**src/rtl/uart_pkg.sv**
```systemverilog
// Shared UART definitions: receiver FSM states and default line settings,
// used by both the RX and TX sides.
package uart_pkg;

  typedef enum logic [2:0] {
    ST_IDLE,
    ST_START,
    ST_DATA,
    ST_STOP,
    ST_BREAK
  } uart_state_t;

  localparam int         UART_CLKS_PER_BIT = 434;
  localparam logic [7:0] UART_LAST_CHAR    = 8'h0A;

endpackage

```
**src/rtl/uart_rx_core.sv**
```systemverilog
// UART receive core: input synchronizer, bit-timing FSM and shift register.
// Emits a one-cycle o_done with the byte on a good frame, o_frame_err on a bad stop bit.
module uart_rx_core
  import uart_pkg::*;
#(
  parameter int DATA_BITS    = 8,
  parameter int CLKS_PER_BIT = UART_CLKS_PER_BIT
) (
  input  logic                 clk,
  input  logic                 rst,
  input  logic                 i_rx,
  output logic [DATA_BITS-1:0] o_byte,
  output logic                 o_done,
  output logic                 o_frame_err
);

  localparam int CNT_W = $clog2(CLKS_PER_BIT);
  localparam int BIT_W = (DATA_BITS > 1) ? $clog2(DATA_BITS) : 1;
  localparam logic [CNT_W-1:0] HALF_CNT = CNT_W'((CLKS_PER_BIT - 1) / 2);
  localparam logic [CNT_W-1:0] FULL_CNT = CNT_W'(CLKS_PER_BIT - 1);
  localparam logic [BIT_W-1:0] LAST_BIT = BIT_W'(DATA_BITS - 1);

  logic                 r_sync1;
  logic                 r_sync2;
  uart_state_t          r_state;
  uart_state_t          w_state_next;
  logic [CNT_W-1:0]     r_clk_cnt;
  logic [BIT_W-1:0]     r_bit_cnt;
  logic [DATA_BITS-1:0] r_shift;
  logic                 w_rx_s;
  logic                 w_half;
  logic                 w_full;

  // Synchronizer flops reset high so a reset never looks like a start edge.
  always_ff @(posedge clk) begin
    if (rst) begin
      r_sync1 <= 1'b1;
      r_sync2 <= 1'b1;
    end else begin
      r_sync1 <= i_rx;
      r_sync2 <= r_sync1;
    end
  end

  assign w_rx_s = r_sync2;
  assign w_half = (r_clk_cnt == HALF_CNT);
  assign w_full = (r_clk_cnt == FULL_CNT);

  always_ff @(posedge clk) begin
    if (rst) begin
      r_state <= ST_IDLE;
    end else begin
      r_state <= w_state_next;
    end
  end

  always_comb begin
    w_state_next = r_state;
    unique case (r_state)
      ST_IDLE:  if (!w_rx_s) w_state_next = ST_START;
      ST_START: if (w_half) w_state_next = w_rx_s ? ST_IDLE : ST_DATA;
      ST_DATA:  if (w_full && (r_bit_cnt == LAST_BIT)) w_state_next = ST_STOP;
      ST_STOP:  if (w_full) w_state_next = w_rx_s ? ST_IDLE : ST_BREAK;
      ST_BREAK: if (w_rx_s) w_state_next = ST_IDLE;
      default:  w_state_next = ST_IDLE;
    endcase
  end

  always_comb begin
    o_done      = 1'b0;
    o_frame_err = 1'b0;
    if (!rst && (r_state == ST_STOP) && w_full) begin
      o_done      = w_rx_s;
      o_frame_err = !w_rx_s;
    end
  end

  // Bit timing: START waits half a bit, DATA and STOP then sample once per bit period.
  always_ff @(posedge clk) begin
    if (rst) begin
      r_clk_cnt <= '0;
      r_bit_cnt <= '0;
      r_shift   <= '0;
    end else begin
      unique case (r_state)
        ST_START: r_clk_cnt <= w_half ? '0 : r_clk_cnt + 1'b1;
        ST_DATA: begin
          if (w_full) begin
            r_clk_cnt <= '0;
            r_bit_cnt <= r_bit_cnt + 1'b1;
            r_shift   <= {w_rx_s, r_shift[DATA_BITS-1:1]};
          end else begin
            r_clk_cnt <= r_clk_cnt + 1'b1;
          end
        end
        ST_STOP:  r_clk_cnt <= w_full ? '0 : r_clk_cnt + 1'b1;
        default: begin
          r_clk_cnt <= '0;
          r_bit_cnt <= '0;
        end
      endcase
    end
  end

  assign o_byte = r_shift;

endmodule

```
**src/rtl/uart_rx_axis.sv**
```systemverilog
// UART receiver with an AXI-Stream master output: one-deep holding register,
// tlast on the delimiter byte, and an overrun pulse when a byte must be dropped.
module uart_rx_axis
  import uart_pkg::*;
#(
  parameter int                   DATA_BITS    = 8,
  parameter int                   CLKS_PER_BIT = UART_CLKS_PER_BIT,
  parameter logic [DATA_BITS-1:0] LAST_CHAR    = DATA_BITS'(UART_LAST_CHAR)
) (
  input  logic                 clk,
  input  logic                 rst,
  input  logic                 uart_rx,
  output logic [DATA_BITS-1:0] axis_data,
  output logic                 axis_valid,
  input  logic                 axis_ready,
  output logic                 axis_last,
  output logic                 frame_err,
  output logic                 overrun
);

  logic [DATA_BITS-1:0] w_byte;
  logic                 w_done;
  logic                 w_load;
  logic [DATA_BITS-1:0] r_data;
  logic                 r_last;
  logic                 r_valid;

  uart_rx_core #(
    .DATA_BITS    (DATA_BITS),
    .CLKS_PER_BIT (CLKS_PER_BIT)
  ) u_core (
    .clk         (clk),
    .rst         (rst),
    .i_rx        (uart_rx),
    .o_byte      (w_byte),
    .o_done      (w_done),
    .o_frame_err (frame_err)
  );

  // A new byte may load when the register is empty or is being drained this cycle.
  assign w_load = w_done && (!r_valid || axis_ready);

  always_ff @(posedge clk) begin
    if (rst) begin
      r_data  <= '0;
      r_last  <= 1'b0;
      r_valid <= 1'b0;
    end else if (w_load) begin
      r_data  <= w_byte;
      r_last  <= (w_byte == LAST_CHAR);
      r_valid <= 1'b1;
    end else if (axis_ready) begin
      r_valid <= 1'b0;
    end
  end

  assign overrun    = w_done && r_valid && !axis_ready;
  assign axis_data  = r_data;
  assign axis_last  = r_last;
  assign axis_valid = r_valid;

endmodule
```
**config.mk**
```make
export PLATFORM = sky130hd
export DESIGN_NAME = uart_rx_axis
export DESIGN_NICKNAME = d
export VERILOG_FILES = /design/src/rtl/uart_pkg.sv /design/src/rtl/uart_rx_core.sv /design/src/rtl/uart_rx_axis.sv
export SDC_FILE = /design/constraint.sdc
export NUM_CORES = 1
export LEC_CHECK = 0
export BUFFER_PORTS_ARGS = -buffer_cell sky130_fd_sc_hd__buf_2
export CAP_MARGIN = 0
export CORE_MARGIN = 10
export CORE_UTILIZATION = 45
export DETAILED_ROUTE_END_ITERATION = 8
export PLACE_DENSITY = 0.61
export REMOVE_ABC_BUFFERS = 1
export SLEW_MARGIN = 15
export SYNTH_ARGS = -nofsm -noshare
export SYNTH_HDL_FRONTEND = slang
export SYNTH_SLANG_ARGS = --single-unit
```
**constraint.sdc**
```tcl
create_clock -name clk -period 3.05 [get_ports clk]
set_clock_uncertainty 0.15 [all_clocks]
set_input_delay 0.61 -clock clk [delete_from_list [all_inputs] [get_ports clk]]
set_output_delay 0.61 -clock clk [all_outputs]
set_load 0.02 [all_outputs]
```
==> impl_metrics.toml <==
[layout]
seqCellArea_um2 = 701
area_delta_synth_final_pct = 12.4
antenna-diode-count = 0
multiInputGateArea_um2 = 737
drive_gt1_frac = 0.143
num-fill-cells = 340
design_area_mm2 = 0.00167
nets = 204

[yosys]
synth_xor_area_frac = 0.0414
synth-compound-area-share = 0.116
synth_cells = 179
ys_seq_area_frac = 0.473
synth_top_flop_cell = "dfxtp_1"
yosys.cell_types.count = 33
muxShareOfSynthArea = 0.0135
yosys_warnings = 0
netlist_top_cells_count = "35 x dfxtp_1, 35 x nand2_1, 22 x a21oi_1"
synth_area_leaders = "dfxtp_1 47%, nand2_1 8.9%, a21oi_1 7.4%"
synth_top_family_by_area = "simple AND/OR/NAND/NOR gates"
synthAdderAreaFrac = 0.0422
yosys.area_share.simple = 0.284
async_flop_share = 0
syn_area_mm2 = 0.00148
avgSynthCellArea_um2 = 8.28
synth_top_area_share = 0.473
synth_edf_count = 0
yosysTopAreaCell = "dfxtp_1"
ys_ff_latch = 35

[drt]
vias = 1216
met3_length_um = 155
drtIter0Drc = 54
vias_per_cell = 5.07
drt_first_pass_iters = 4
drc = 0
dr_wl_met2_um = 1270
wire_per_inst_um = 12.4
totalWireLength_um = 2970
highest_layer = "met4"
ant_nets = 0
drt-met1-wl_um = 1500

[die]
fp.dieW_um = 77.4
initial_core_util = 0.478
row_count = 20
dieArea_mm2 = 0.00599
io_pins = 16
core_area_mm2 = 0.00310
dieHeight_um = 77.4

[clock_network]
cts_buffer_depth = 2
cts_tree = "done"
clkSinkCount = 35
clkTransAtPathRegs_ns = 0.09
cts_buffers = 5
post_cts_buffers = 0
postCtsHoldBufs = 0
htreeDepth = 2
cts_resized = 0
clock_latency_ns = 0.33
clockRootBuffer = "clkbuf_4"

[critical_path]
timing.rr.start = "u_core.r_clk_cnt[0]"
start_kind = "input port"
crit_required_ns = 2.29
crit_arrival_ns = 1.72
rr_endpoint = "u_core.r_clk_cnt[7]"
critPathKind = "in -> out"
cp-end-kind = "output pin"
cp_max_fo = 27
rr_worst_depth = 7
r2r_slack_ns = 0.90

[timing]
hold_viol = 0
finalCritPeriodShare = 0.814
tightestPinTransition_ns = 0.750
fmax_ghz = 0.403
setup_viol = 0
fin_crit_ns = 2.48
rsz0062_at_grt = "false"
maxSlewHeadroom = 0.498
report.final.slew_viol_count = 0
fin_hold_ws_ns = 0.271
setup_tns_ns = 0

[place]
dp_hpwl_um = 2090
gp_congestion = 0.821
placed_cell_area_mm2 = 0.00160
io_buffers = 15

[global_route]
grt_pass1_wl_um = 5070
overflow = 0
antenna_found_initial = 0
track_usage = 0.102
grt_pass1_vias = 1082
grt_max_degree = 28

[worst_hold_path]
min_path_cells = 1
min_to = "u_core.r_sync2"
min_from = "u_core.r_sync1"
hold_path_class = "reg -> reg"

[power]
power_density_mw_per_mm2 = 458
p_leak_nw = 0.600
max-vdd-ir-drop_uv = 236

[job]
maxCapViolCount = 0

[status]
status = "finished, final reports clean"
-- state kept, by name (all words and copies together), names as in the netlist --
signal and count:
u_core.r_clk_cnt 9, axis_data 8, u_core.o_byte 8, u_core.r_bit_cnt 3, u_core.r_state 3, axis_last 1
axis_valid 1, u_core.r_sync1 1, u_core.r_sync2 1
-- final cells by class --
| type | instances | share of cell area |
|---|---|---|
| Clock buffer | 8 | 0.0413 |
| Timing Repair Buffer | 17 | 0.0541 |
| Multi-Input combinational cell | 132 | 0.442 |
| Sequential cell | 35 | 0.420 |
| Tap cell | 44 | 0.0330 |
| Inverter | 4 | 0.00901 |
-- kinds of logic (layout without fill, tap and decap cells) --
| logic type | after synthesis | in the layout |
|---|---|---|
| muxes | 2 | 2 |
| buffers and inverters | 12 | 29 |
| xor gates and xnor gates | 7 | 7 |
| DFF | 35 | 35 |
| adders and majority gates | 5 | 5 |
| AOI/OAI and AO/OA | 30 | 30 |
| and+or+nand+nor | 88 | 88 |
-- critical path, stage by stage --
cell and delay, ns:
buf_2 0.25, nand2b_1 0.23, nor2_1 0.22, nand3_1 0.13, nor2_1 0.11, buf_2 0.17
-- report_power, final --
part           leakage [nW]  switching [mW]  internal [mW]
registers             0.282         0.00352          0.459
logic                 0.279          0.0120        0.00744
clock network        0.0386           0.146          0.136
total                 0.600           0.162          0.602
-- placed cells by master (no fill, tap or decap), types with 4 or more instances in the layout --
cell / n
dfxtp_1: 35
nand2b_1: 4
buf_2: 15
nor2_1: 19
xnor2_1: 4
ha_1: 5
a21oi_1: 22
clkbuf_4: 5
nand3_1: 13
nand2_1: 35
inv_1: 4
-- worst max-delay path by stage --
stage | start | depth (start not counted) | end
2_1_floorplan | u_core.r_clk_cnt[0] | 5 | overrun
3_3_place_gp | rst | 6 | overrun
3_5_place_dp | rst | 6 | overrun
4_1_cts | u_core.r_clk_cnt[0] | 6 | overrun
5_1_grt | u_core.r_clk_cnt[0] | 6 | frame_err
6_report | rst | 6 | overrun
-- per-stage QoR --
stage          total power, mW  std cells  setup slack (ns)  utilization
2_1_floorplan            0.483        171             0.805            -
3_3_place_gp             0.492        232             0.617        0.515
3_5_place_dp             0.493        232             0.571        0.515
4_1_cts                  0.778        240             0.536        0.537
5_1_grt                  0.807        240             0.340        0.537
6_report                 0.764        240             0.566        0.537
-- per-layer routing --
layer | GRT usage | up-vias
li1 | - | 642
met1 | 0.131 | 549
met2 | 0.144 | 21
met3 | 0.0461 | 4
met4 | 0.0438 | 0
met5 | 0 | -
Note: power is estimated with default switching activity, not from simulation.
